[config.mk]
export PLATFORM = sky130hd
export DESIGN_NAME = wt_mem_arbiter
export DESIGN_NICKNAME = d
export VERILOG_FILES = /design/src/rtl/wt_mem_arbiter.sv
export SDC_FILE = /design/constraint.sdc
export NUM_CORES = 1
export LEC_CHECK = 0
export ABC_AREA = 0
export BUFFER_PORTS_ARGS = -buffer_cell sky130_fd_sc_hd__buf_2
export CAP_MARGIN = 20
export CORE_AREA = 2 2 255 257
export CTS_BUF_LIST = sky130_fd_sc_hd__clkbuf_2 sky130_fd_sc_hd__clkbuf_4 sky130_fd_sc_hd__clkbuf_8
export DETAILED_ROUTE_END_ITERATION = 12
export DIE_AREA = 0 0 257 259
export MAX_ROUTING_LAYER = met4
export SYNTH_ARGS = -nofsm -noshare
export SYNTH_HDL_FRONTEND = slang
export SYNTH_SLANG_ARGS = --single-unit
export TNS_END_PERCENT = 30
[constraint.sdc]
create_clock -name clk_i -period 5.7 [get_ports clk_i]
set_input_delay 0.57 -clock clk_i [delete_from_list [all_inputs] [get_ports clk_i]]
set_output_delay 0.57 -clock clk_i [all_outputs]
set_load 0.01 [all_outputs]
[src/rtl/wt_mem_arbiter.sv]
// Round-robin arbiter that shares one memory-adapter request port between I$ and D$,
// remembering the source of each accepted transaction so in-order returns can be steered back.
module wt_mem_arbiter #(
    parameter int unsigned PayloadWidth   = 128,
    parameter int unsigned RtrnWidth      = 128,
    parameter int unsigned MaxOutstanding = 4
) (
    input  logic                                   clk_i,
    input  logic                                   rst_i,
    input  logic                                   icache_req_i,
    input  logic [PayloadWidth-1:0]                icache_data_i,
    output logic                                   icache_ack_o,
    input  logic                                   dcache_req_i,
    input  logic [PayloadWidth-1:0]                dcache_data_i,
    output logic                                   dcache_ack_o,
    output logic                                   mem_req_o,
    output logic [PayloadWidth-1:0]                mem_data_o,
    output logic                                   mem_src_o,
    input  logic                                   mem_ack_i,
    input  logic                                   rtrn_vld_i,
    input  logic [RtrnWidth-1:0]                   rtrn_data_i,
    output logic                                   icache_rtrn_vld_o,
    output logic                                   dcache_rtrn_vld_o,
    output logic [RtrnWidth-1:0]                   rtrn_data_o,
    output logic [$clog2(MaxOutstanding+1)-1:0]    outstanding_o,
    output logic                                   err_o
);

    localparam int unsigned CntW = $clog2(MaxOutstanding + 1);
    localparam int unsigned PtrW = $clog2(MaxOutstanding);

    typedef enum logic {
        IDLE  = 1'b0,
        GRANT = 1'b1
    } state_e;

    state_e                      state_q, state_d;
    logic                        gnt_q, gnt_d;      // 0 = I$, 1 = D$
    logic                        rr_q, rr_d;        // source holding priority
    logic [MaxOutstanding-1:0]   src_fifo_q, src_fifo_d;
    logic [PtrW-1:0]             wptr_q, wptr_d;
    logic [PtrW-1:0]             rptr_q, rptr_d;
    logic [CntW-1:0]             cnt_q, cnt_d;
    logic                        err_q, err_d;

    logic push, pop, fifo_empty, head_src, winner;

    // State, FIFO and counters; reset drops any request in progress
    always_ff @(posedge clk_i) begin
        if (rst_i) begin
            state_q    <= IDLE;
            gnt_q      <= 1'b0;
            rr_q       <= 1'b0;
            src_fifo_q <= '0;
            wptr_q     <= '0;
            rptr_q     <= '0;
            cnt_q      <= '0;
            err_q      <= 1'b0;
        end else begin
            state_q    <= state_d;
            gnt_q      <= gnt_d;
            rr_q       <= rr_d;
            src_fifo_q <= src_fifo_d;
            wptr_q     <= wptr_d;
            rptr_q     <= rptr_d;
            cnt_q      <= cnt_d;
            err_q      <= err_d;
        end
    end

    // Arbitration FSM, handshake outputs and source FIFO bookkeeping
    always_comb begin
        state_d      = state_q;
        gnt_d        = gnt_q;
        rr_d         = rr_q;
        src_fifo_d   = src_fifo_q;
        wptr_d       = wptr_q;
        rptr_d       = rptr_q;
        cnt_d        = cnt_q;
        err_d        = err_q;
        push         = 1'b0;
        mem_req_o    = 1'b0;
        mem_src_o    = 1'b0;
        mem_data_o   = '0;
        icache_ack_o = 1'b0;
        dcache_ack_o = 1'b0;

        // Priority source wins if it asks, otherwise the other one
        if (rr_q) winner = dcache_req_i ? 1'b1 : 1'b0;
        else      winner = icache_req_i ? 1'b0 : 1'b1;

        unique case (state_q)
            IDLE: begin
                // Full check lives here only, so a grant always has a free slot
                if ((icache_req_i || dcache_req_i) && (cnt_q < CntW'(MaxOutstanding))) begin
                    gnt_d   = winner;
                    state_d = GRANT;
                end
            end
            GRANT: begin
                mem_req_o  = 1'b1;
                mem_src_o  = gnt_q;
                mem_data_o = gnt_q ? dcache_data_i : icache_data_i;
                if (mem_ack_i) begin
                    icache_ack_o = ~gnt_q;
                    dcache_ack_o = gnt_q;
                    push         = 1'b1;
                    rr_d         = ~gnt_q;
                    state_d      = IDLE;
                end
            end
            default: state_d = IDLE;
        endcase

        fifo_empty = (cnt_q == '0);
        head_src   = src_fifo_q[rptr_q];
        pop        = rtrn_vld_i && !fifo_empty;

        if (rtrn_vld_i && fifo_empty) err_d = 1'b1;

        if (push) begin
            src_fifo_d[wptr_q] = gnt_q;
            wptr_d             = wptr_q + PtrW'(1);
        end
        if (pop) rptr_d = rptr_q + PtrW'(1);

        if (push && !pop)      cnt_d = cnt_q + CntW'(1);
        else if (pop && !push) cnt_d = cnt_q - CntW'(1);
    end

    // Return steering is combinational so the cache sees its beat in the same cycle
    always_comb begin
        icache_rtrn_vld_o = pop && !head_src;
        dcache_rtrn_vld_o = pop && head_src;
        rtrn_data_o       = rtrn_data_i;
        outstanding_o     = cnt_q;
        err_o             = err_q;
    end

endmodule

==> results of run 1 <==
[where the power goes]
| group | total [mW] | internal [mW] | switching [mW] |
|---|---|---|---|
| Clock | 0.0864 | 0.0484 | 0.0380 |
| Combinational | 0.748 | 0.391 | 0.357 |
| Sequential | 0.210 | 0.128 | 0.0814 |
| Total | 1.04 | 0.568 | 0.477 |
[critical path: stages, from the launching register on]
cell	delay [ns]
sky130_fd_sc_hd__dfxtp_4	0.81
sky130_fd_sc_hd__buf_12	0.39
sky130_fd_sc_hd__mux2i_1	0.41
sky130_fd_sc_hd__nor2b_1	0.08
sky130_fd_sc_hd__buf_2	0.15
[cell type report]
| class | count | area, um2 | share of cell area |
|---|---|---|---|
| sequential | 15 | 307.8 | 0.05143 |
| timing repair buffer | 402 | 2032 | 0.3395 |
| inverter | 4 | 15.01 | 0.002509 |
| tap | 855 | 1070 | 0.1788 |
| clock inverter | 1 | 5.005 | 0.0008363 |
| multi-input combinational | 314 | 2504 | 0.4184 |
| clock buffer | 3 | 41.29 | 0.006899 |
| antenna | 4 | 10.01 | 0.001673 |
[layer usage]
| metal | GRT usage | vias to the layer above | part of all wire |
|---|---|---|---|
| li1 | - | 1980 | - |
| met1 | 0.04518 | 1781 | 0.33 |
| met2 | 0.08094 | 319 | 0.45 |
| met3 | 0.03037 | 82 | 0.15 |
| met4 | 0.03311 | 0 | 0.061 |
| met5 | - | - | 0 |
[cell families after synthesis]
family                     share of synthesized area
adders and majority gates                    0.02076
and+or+nand+nor                               0.2384
AOI/OAI and AO/OA                            0.01887
DFF                                          0.07550
xor gates and xnor gates                     0.01101
buffers and inverters                         0.2951
muxes                                         0.3404
[synthesized netlist by cell type (2+ instances only)]
master / number / area (um2)
sky130_fd_sc_hd__mux2i_1: 133 / 1331
sky130_fd_sc_hd__buf_4: 138 / 1036
sky130_fd_sc_hd__nand2b_1: 2 / 12.51
sky130_fd_sc_hd__ha_1: 5 / 62.56
sky130_fd_sc_hd__clkbuf_1: 15 / 56.30
sky130_fd_sc_hd__nand2_1: 2 / 7.510
sky130_fd_sc_hd__buf_2: 2 / 10.01
sky130_fd_sc_hd__a21oi_1: 6 / 30.03
sky130_fd_sc_hd__nand3_1: 6 / 30.03
sky130_fd_sc_hd__or3_1: 2 / 12.51
sky130_fd_sc_hd__dfxtp_1: 15 / 300.3
sky130_fd_sc_hd__nor2_1: 14 / 52.55
sky130_fd_sc_hd__inv_1: 4 / 15.01
sky130_fd_sc_hd__nor2b_1: 129 / 807.0
sky130_fd_sc_hd__xor2_1: 4 / 35.03
sky130_fd_sc_hd__buf_6: 5 / 56.30
[registers in the layout (all words and copies together) (netlist names)]
name	flops
wptr_q	2
rptr_q	2
outstanding_o	3
err_o	1
gnt_q	1
state_q	1
src_fifo_q	4
rr_q	1
[final timing paths]
check / cells after the start / endpoint / slack (ns) / from
setup / recovery: 4 / mem_data_o[117] / 2.84 / gnt_q
hold / removal: 2 / src_fifo_q[2] / 0.50 / src_fifo_q[2]
setup reg to reg: 8 / outstanding_o[2] / 3.39 / state_q
hold reg to reg: 2 / src_fifo_q[2] / 0.50 / src_fifo_q[2]
==> impl_metrics.prom, run 1 <==
# TYPE chip_impl_metric gauge
chip_impl_info{name="status",value="finished clean"} 1
chip_impl_metric{name="finalInstanceArea",unit="mm2"} 0.005984
chip_impl_metric{name="mean_area_per_synthesized_cell",unit="um2"} 8.068
chip_impl_info{name="layout.cells.most_common",value="sky130_fd_sc_hd__buf_2"} 1
chip_impl_metric{name="port_buffers",unit=""} 399
chip_impl_metric{name="register_bit_total_from_synthesis",unit=""} 15
chip_impl_metric{name="crit_path_dat",unit="ns"} 2.29
chip_impl_info{name="synth_flop_cell",value="sky130_fd_sc_hd__dfxtp_1"} 1
chip_impl_metric{name="placed_area",unit="mm2"} 0.005928
chip_impl_metric{name="core_area",unit="mm2"} 0.06388
chip_impl_metric{name="yosysWarnings",unit=""} 0
chip_impl_metric{name="nNetsFinal",unit=""} 1136
chip_impl_metric{name="grt_antenna_before_repair",unit=""} 6
chip_impl_metric{name="final_worst_path_period_share",unit=""} 0.5023
chip_impl_metric{name="timing.critical_path.required",unit="ns"} 5.13
chip_impl_metric{name="skew",unit="ns"} 0.001350
chip_impl_metric{name="groute.usage.overall",unit=""} 0.05055
chip_impl_metric{name="grt-ovfl-total",unit=""} 0
chip_impl_metric{name="routed_wirelength",unit="um"} 18830
chip_impl_metric{name="leakagePower",unit="nW"} 2.738
chip_impl_metric{name="cp_max_fo",unit=""} 69
chip_impl_metric{name="fp-row-count",unit=""} 93
chip_impl_metric{name="drcViolationCount",unit=""} 0
chip_impl_metric{name="final_core_util",unit=""} 0.09368
chip_impl_metric{name="drt_first_pass_iters",unit=""} 4
chip_impl_metric{name="syn-instance-count",unit=""} 493
chip_impl_metric{name="avgViaCountPerCell",unit=""} 2.605
chip_impl_metric{name="syn-num-nets",unit=""} 889
chip_impl_metric{name="post_drt_wl_per_cell",unit="um"} 11.78
chip_impl_metric{name="cts_setup_buffers",unit=""} 0
chip_impl_metric{name="finalSetupTns",unit="ns"} 0
chip_impl_info{name="setup_repair_after_global_routing_missed_its_margin",value="no"} 1
chip_impl_metric{name="detailedPlacementHpwl",unit="um"} 16430
chip_impl_metric{name="worst_skew_pair.late_latency",unit="ns"} 0.25
chip_impl_metric{name="period_needed",unit="ns"} 2.863
chip_impl_metric{name="gp_congestion",unit=""} 0.7360
chip_impl_metric{name="first_global_vias",unit=""} 3833
chip_impl_metric{name="final-max-slew-violation-count",unit=""} 0
chip_impl_metric{name="post-place-cells",unit=""} 1590
chip_impl_metric{name="tritoncts.num_buffers",unit=""} 3
chip_impl_metric{name="num_vias",unit=""} 4162
chip_impl_metric{name="cts-htree-levels",unit=""} 1
chip_impl_metric{name="overall_die_area",unit="mm2"} 0.06656
chip_impl_metric{name="layout-drive-gt1-share",unit=""} 0.5548
chip_impl_metric{name="global_route_wire_length_before_repair",unit="um"} 24330
chip_impl_metric{name="maxCapViolCount",unit=""} 0
chip_impl_info{name="start_kind",value="flip-flop"} 1
chip_impl_metric{name="power_per_cell_area",unit="mW/mm2"} 174.5
chip_impl_metric{name="maximum_number_of_pins_on_one_net_before_global_route_repair",unit=""} 75
chip_impl_metric{name="clock_sink_count",unit=""} 15
chip_impl_info{name="worst_setup_path_end_kind",value="output port"} 1
chip_impl_metric{name="setup_ws",unit="ns"} 2.837
chip_impl_info{name="worst_min_delay_path_class",value="flip-flop to flip-flop"} 1
chip_impl_metric{name="ctsResizeCount",unit=""} 0
chip_impl_metric{name="clock_path_buffers",unit=""} 2
chip_impl_metric{name="slew_headroom",unit=""} 0.4620
chip_impl_info{name="critPathKind",value="flip-flop to output port"} 1
chip_impl_metric{name="seq_area_frac_synth",unit=""} 0.07550
chip_impl_metric{name="total_power",unit="mW"} 1.044
chip_impl_metric{name="die_y",unit="um"} 259
chip_impl_metric{name="synth_enable_flop_cells",unit=""} 0
chip_impl_metric{name="clk_pin_slew_worst_paths",unit="ns"} 0.06
chip_impl_metric{name="async_flop_share",unit=""} 0
chip_impl_info{name="cts_tree",value="done"} 1
chip_impl_metric{name="finalHoldWorstSlack",unit="ns"} 0.4952
chip_impl_metric{name="drtAntennaViolNets",unit=""} 0
chip_impl_metric{name="fillCellCount",unit=""} 7418
chip_impl_metric{name="initial_utilization",unit=""} 0.06226
chip_impl_metric{name="setup_viol",unit=""} 0
chip_impl_metric{name="instances_no_fill",unit=""} 1598
chip_impl_metric{name="netlist_area",unit="mm2"} 0.003978
chip_impl_metric{name="finalHoldViolCount",unit=""} 0
chip_impl_metric{name="drt_iter0_drc",unit=""} 144
chip_impl_metric{name="vdd.ir_drop.worst",unit="uV"} 217.1
chip_impl_metric{name="synthToLayoutAreaGrowth",unit="%"} 50.46
chip_impl_metric{name="unique_masters_post_synth",unit=""} 27
chip_impl_metric{name="maxClockFrequency",unit="MHz"} 349.2
chip_impl_info{name="final_cell_mix",value="399 x sky130_fd_sc_hd__buf_2, 133 x sky130_fd_sc_hd__mux2i_1, 129 x sky130_fd_sc_hd__nor2b_1, 14 x sky130_fd_sc_hd__nor2_1, 13 x sky130_fd_sc_hd__dfxtp_1"} 1
chip_impl_metric{name="number_of_hold_repair_buffers_added_at_the_cts_stage",unit=""} 0
chip_impl_metric{name="die_w",unit="um"} 257
chip_impl_metric{name="worst-slew-pin-transition",unit="ns"} 0.8070
chip_impl_info{name="cts.root.buffer_cell",value="sky130_fd_sc_hd__clkbuf_8"} 1
chip_impl_metric{name="dp_worst_setup_slack",unit="ns"} 3.064
chip_impl_metric{name="io_pins",unit=""} 656
Power figures use the tool's default switching activity.
==> run 2: changes to the inputs <==
--- a/config.mk
+++ b/config.mk
@@ -5,13 +5,13 @@
 export SDC_FILE = /design/constraint.sdc
 export NUM_CORES = 1
 export LEC_CHECK = 0
-export ABC_AREA = 0
+export ABC_AREA = 1
 export BUFFER_PORTS_ARGS = -buffer_cell sky130_fd_sc_hd__buf_2
 export CAP_MARGIN = 20
-export CORE_AREA = 2 2 255 257
+export CORE_AREA = 2 2 252 254
 export CTS_BUF_LIST = sky130_fd_sc_hd__clkbuf_2 sky130_fd_sc_hd__clkbuf_4 sky130_fd_sc_hd__clkbuf_8
 export DETAILED_ROUTE_END_ITERATION = 12
-export DIE_AREA = 0 0 257 259
+export DIE_AREA = 0 0 254 256
 export MAX_ROUTING_LAYER = met4
 export SYNTH_ARGS = -nofsm -noshare
 export SYNTH_HDL_FRONTEND = slang
==> constraint.sdc (replaced) <==
create_clock -name clk_i -period 2.8 [get_ports clk_i]
set_input_delay 0.28 -clock clk_i [delete_from_list [all_inputs] [get_ports clk_i]]
set_output_delay 0.28 -clock clk_i [all_outputs]
set_load 0.01 [all_outputs]
==> impl_metrics.prom, run 2 <==
# TYPE chip_impl_metric gauge
chip_impl_info{name="worst_min_delay_path_class",value="input pin to flip-flop"} 1
chip_impl_metric{name="clk_pin_slew_worst_paths",unit="ns"} 0.06
chip_impl_metric{name="reg2reg_setup_slack",unit="ns"} 0.66
chip_impl_metric{name="syn-num-nets",unit=""} 1064
chip_impl_metric{name="syn-instance-count",unit=""} 668
chip_impl_metric{name="core_area",unit="mm2"} 0.06239
chip_impl_metric{name="drtAntennaViolNets",unit=""} 0
chip_impl_metric{name="final_worst_path_period_share",unit=""} 0.7640
chip_impl_info{name="cts.root.buffer_cell",value="sky130_fd_sc_hd__clkbuf_8"} 1
chip_impl_metric{name="cts-htree-levels",unit=""} 1
chip_impl_metric{name="nNetsFinal",unit=""} 1310
chip_impl_metric{name="die_y",unit="um"} 256
chip_impl_info{name="cts_tree",value="done"} 1
chip_impl_metric{name="vdd.ir_drop.worst",unit="uV"} 291.6
chip_impl_metric{name="hold_depth",unit=""} 2
chip_impl_metric{name="first_global_vias",unit=""} 4554
chip_impl_info{name="family_of_cells_with_the_greatest_summed_delay_on_the_critical_path",value="flip-flops"} 1
chip_impl_info{name="worst_setup_path_end_kind",value="flip-flop"} 1
chip_impl_metric{name="overall_die_area",unit="mm2"} 0.06502
chip_impl_info{name="slowest_stage",value="sky130_fd_sc_hd__dfxtp_4"} 1
chip_impl_metric{name="register_bit_total_from_synthesis",unit=""} 15
chip_impl_metric{name="clock_path_buffers",unit=""} 2
chip_impl_metric{name="routed_wirelength",unit="um"} 21140
chip_impl_metric{name="worstPathBufferInverterCount",unit=""} 4
chip_impl_metric{name="fp-row-count",unit=""} 92
chip_impl_info{name="setup_repair_after_global_routing_missed_its_margin",value="no"} 1
chip_impl_info{name="synth_most_common_cell",value="sky130_fd_sc_hd__nor2_1"} 1
chip_impl_metric{name="placed_area",unit="mm2"} 0.005788
chip_impl_metric{name="synthToLayoutAreaGrowth",unit="%"} 51.35
chip_impl_metric{name="largest_register_ffs",unit=""} 4
chip_impl_metric{name="grt-ovfl-total",unit=""} 0
chip_impl_metric{name="worst_skew_pair.late_latency",unit="ns"} 0.24
chip_impl_metric{name="synthDominantCellAreaShare",unit=""} 0.2509
chip_impl_metric{name="drt_iter0_drc",unit=""} 270
chip_impl_metric{name="finalInstanceArea",unit="mm2"} 0.005842
chip_impl_metric{name="post_drt_wl_per_cell",unit="um"} 12.00
chip_impl_metric{name="gp_congestion",unit=""} 0.7798
chip_impl_metric{name="detailedPlacementHpwl",unit="um"} 18380
chip_impl_metric{name="setup_viol",unit=""} 0
chip_impl_metric{name="drt_first_pass_iters",unit=""} 4
chip_impl_metric{name="mean_area_per_synthesized_cell",unit="um2"} 5.778
chip_impl_metric{name="yosysWarnings",unit=""} 0
chip_impl_metric{name="global_route_wire_length_before_repair",unit="um"} 27780
chip_impl_metric{name="rr_worst_depth",unit=""} 11
chip_impl_metric{name="synth_enable_flop_cells",unit=""} 0
chip_impl_metric{name="finalSetupTns",unit="ns"} 0
chip_impl_metric{name="num_vias",unit=""} 5056
chip_impl_metric{name="crit_path_dat",unit="ns"} 2.29
chip_impl_info{name="worst_hold_startpoint",value="rst_i"} 1
chip_impl_metric{name="number_of_hold_repair_buffers_added_at_the_cts_stage",unit=""} 0
chip_impl_metric{name="maxClockFrequency",unit="MHz"} 467.5
chip_impl_metric{name="leakagePower",unit="nW"} 2.962
chip_impl_info{name="critPathKind",value="flip-flop to flip-flop"} 1
chip_impl_metric{name="avgViaCountPerCell",unit=""} 2.871
chip_impl_metric{name="maxCapViolCount",unit=""} 0
chip_impl_info{name="yosysTopAreaCell",value="sky130_fd_sc_hd__buf_4"} 1
chip_impl_info{name="crit-reg2reg-launch",value="state_q"} 1
chip_impl_metric{name="power_per_cell_area",unit="mW/mm2"} 486.6
chip_impl_info{name="synth_flop_cell",value="sky130_fd_sc_hd__dfxtp_1"} 1
chip_impl_metric{name="seq_area_frac_synth",unit=""} 0.07780
chip_impl_info{name="final_cell_mix",value="399 x sky130_fd_sc_hd__buf_2, 178 x sky130_fd_sc_hd__nor2_1, 122 x sky130_fd_sc_hd__o21ai_0, 90 x sky130_fd_sc_hd__nor2_2, 25 x sky130_fd_sc_hd__nand2_1"} 1
chip_impl_metric{name="unique_masters_post_synth",unit=""} 21
chip_impl_metric{name="skew",unit="ns"} 0.003189
chip_impl_metric{name="die_w",unit="um"} 254
chip_impl_metric{name="layout-drive-gt1-share",unit=""} 0.5630
chip_impl_metric{name="tritoncts.num_buffers",unit=""} 3
chip_impl_metric{name="io_pins",unit=""} 656
chip_impl_info{name="min_delay_worst_endpoint",value="rr_q"} 1
chip_impl_metric{name="clock_sink_count",unit=""} 15
chip_impl_info{name="synth_top_cells_by_count",value="178 x sky130_fd_sc_hd__nor2_1, 129 x sky130_fd_sc_hd__buf_4, 122 x sky130_fd_sc_hd__o21ai_0, 90 x sky130_fd_sc_hd__nor2_2, 25 x sky130_fd_sc_hd__nand2_1"} 1
chip_impl_metric{name="ctsResizeCount",unit=""} 0
chip_impl_metric{name="period_needed",unit="ns"} 2.139
chip_impl_metric{name="initial_utilization",unit=""} 0.06187
chip_impl_metric{name="netlist_area",unit="mm2"} 0.003860
chip_impl_info{name="layout.cells.most_common",value="sky130_fd_sc_hd__buf_2"} 1
chip_impl_metric{name="final-max-slew-violation-count",unit=""} 0
chip_impl_metric{name="grt_antenna_before_repair",unit=""} 3
chip_impl_metric{name="port_buffers",unit=""} 399
chip_impl_metric{name="async_flop_share",unit=""} 0
chip_impl_metric{name="cts_setup_buffers",unit=""} 0
chip_impl_metric{name="timing.critical_path.required",unit="ns"} 2.95
chip_impl_info{name="r2r_end",value="outstanding_o[2]"} 1
chip_impl_info{name="yosys-top-cells-area",value="sky130_fd_sc_hd__buf_4 25%, sky130_fd_sc_hd__nor2_1 17%, sky130_fd_sc_hd__o21ai_0 16%"} 1
chip_impl_info{name="registers.top_by_ff_count",value="src_fifo_q"} 1
chip_impl_metric{name="drcViolationCount",unit=""} 0
chip_impl_info{name="start_kind",value="flip-flop"} 1
chip_impl_metric{name="groute.usage.overall",unit=""} 0.05964
chip_impl_metric{name="cp_max_fo",unit=""} 40
chip_impl_metric{name="finalHoldViolCount",unit=""} 0
chip_impl_metric{name="worst-slew-pin-transition",unit="ns"} 0.6690
chip_impl_metric{name="cpPeakStageDelay",unit="ns"} 0.58
chip_impl_info{name="status",value="finished clean"} 1
chip_impl_metric{name="maximum_number_of_pins_on_one_net_before_global_route_repair",unit=""} 71
chip_impl_metric{name="slew_headroom",unit=""} 0.5540
chip_impl_info{name="worstPathCellList",value="nand2_1 > inv_2 > ha_1 > inv_1 > fa_1 > inv_1 > nand2_1 > nand3_1 > nand2_1 > inv_1 > nor2_1"} 1
-- run 2: cell count changes in the layout (fill, tap and decap cells not counted), sizes merged, moves of 4 or more --
cell / previous run / this run
xor2: 4 / 0
a21oi: 6 / 13
nor2: 14 / 268
mux2i: 133 / 0
nand2: 2 / 26
inv: 4 / 23
buf: 402 / 412
o21ai: 1 / 137
nor2b: 129 / 0
-- run 2: worst max-delay path by stage --
| stage | end | start | depth (start not counted) |
|---|---|---|---|
| finish | outstanding_o[2] | state_q | 11 |
| global route | outstanding_o[2] | state_q | 11 |
| CTS | outstanding_o[2] | state_q | 11 |
| detailed placement | outstanding_o[2] | state_q | 11 |
| global placement | outstanding_o[2] | state_q | 11 |
| floorplan | outstanding_o[2] | state_q | 11 |
-- run 2: cell type report --
| type | instances | area [um2] |
|---|---|---|
| well taps | 846 | 1059 |
| flip-flops and latches | 15 | 307.8 |
| clock buffers | 4 | 48.80 |
| repair buffers | 412 | 2120 |
| multi-input cells | 459 | 2211 |
| fillers | 7422 | 56550 |
| inverters | 23 | 91.34 |
| diodes | 2 | 5.005 |
-- run 2: power by group --
| group | switching (mW) | internal, mW |
|---|---|---|
| registers | 0.0893 | 0.270 |
| clock network | 0.0711 | 0.110 |
| logic | 1.47 | 0.835 |
-- run 2: logic make-up after synthesis --
logic type / share of synthesized area
AOI/OAI and AO/OA: 0.1945
adders and majority gates: 0.02139
buffers and inverters: 0.3494
DFF: 0.07780
and+or+nand+nor: 0.3569
-- run 2: per-layer routing --
metal / global-route usage / vias to the layer above / routed length, um / part of all wire
li1: - / 2474 / - / -
met1: 0.04753 / 2098 / 6309 / 0.30
met2: 0.1001 / 420 / 9394 / 0.44
met3: 0.03692 / 64 / 3931 / 0.19
met4: 0.04118 / 0 / 1500 / 0.071
met5: - / - / 0 / 0
-- run 2: worst reg2reg max path: stages (launching register included) --
cell and delay (ns):
sky130_fd_sc_hd__dfxtp_4 0.58, sky130_fd_sc_hd__nand2_1 0.30, sky130_fd_sc_hd__inv_2 0.20, sky130_fd_sc_hd__ha_1 0.19, sky130_fd_sc_hd__inv_1 0.07, sky130_fd_sc_hd__fa_1 0.38
sky130_fd_sc_hd__inv_1 0.06, sky130_fd_sc_hd__nand2_1 0.06, sky130_fd_sc_hd__nand3_1 0.07, sky130_fd_sc_hd__nand2_1 0.05, sky130_fd_sc_hd__inv_1 0.05, sky130_fd_sc_hd__nor2_1 0.03
-- run 2: per-stage QoR --
stage          utilization  power (mW)  std cells  hold WS, ns  setup WS [ns]
3_5_place_dp       0.09277       2.672       1755       0.4460         0.6493
5_1_grt            0.09363       3.159       1761       0.3308         0.3521
4_1_cts            0.09355       2.866       1759       0.3156         0.6394
3_3_place_gp       0.09277       2.661       1755       0.4447         0.6854
6_report           0.09363       2.842       1761       0.3163         0.6609
2_1_floorplan            -       1.976        668       0.4390          1.032
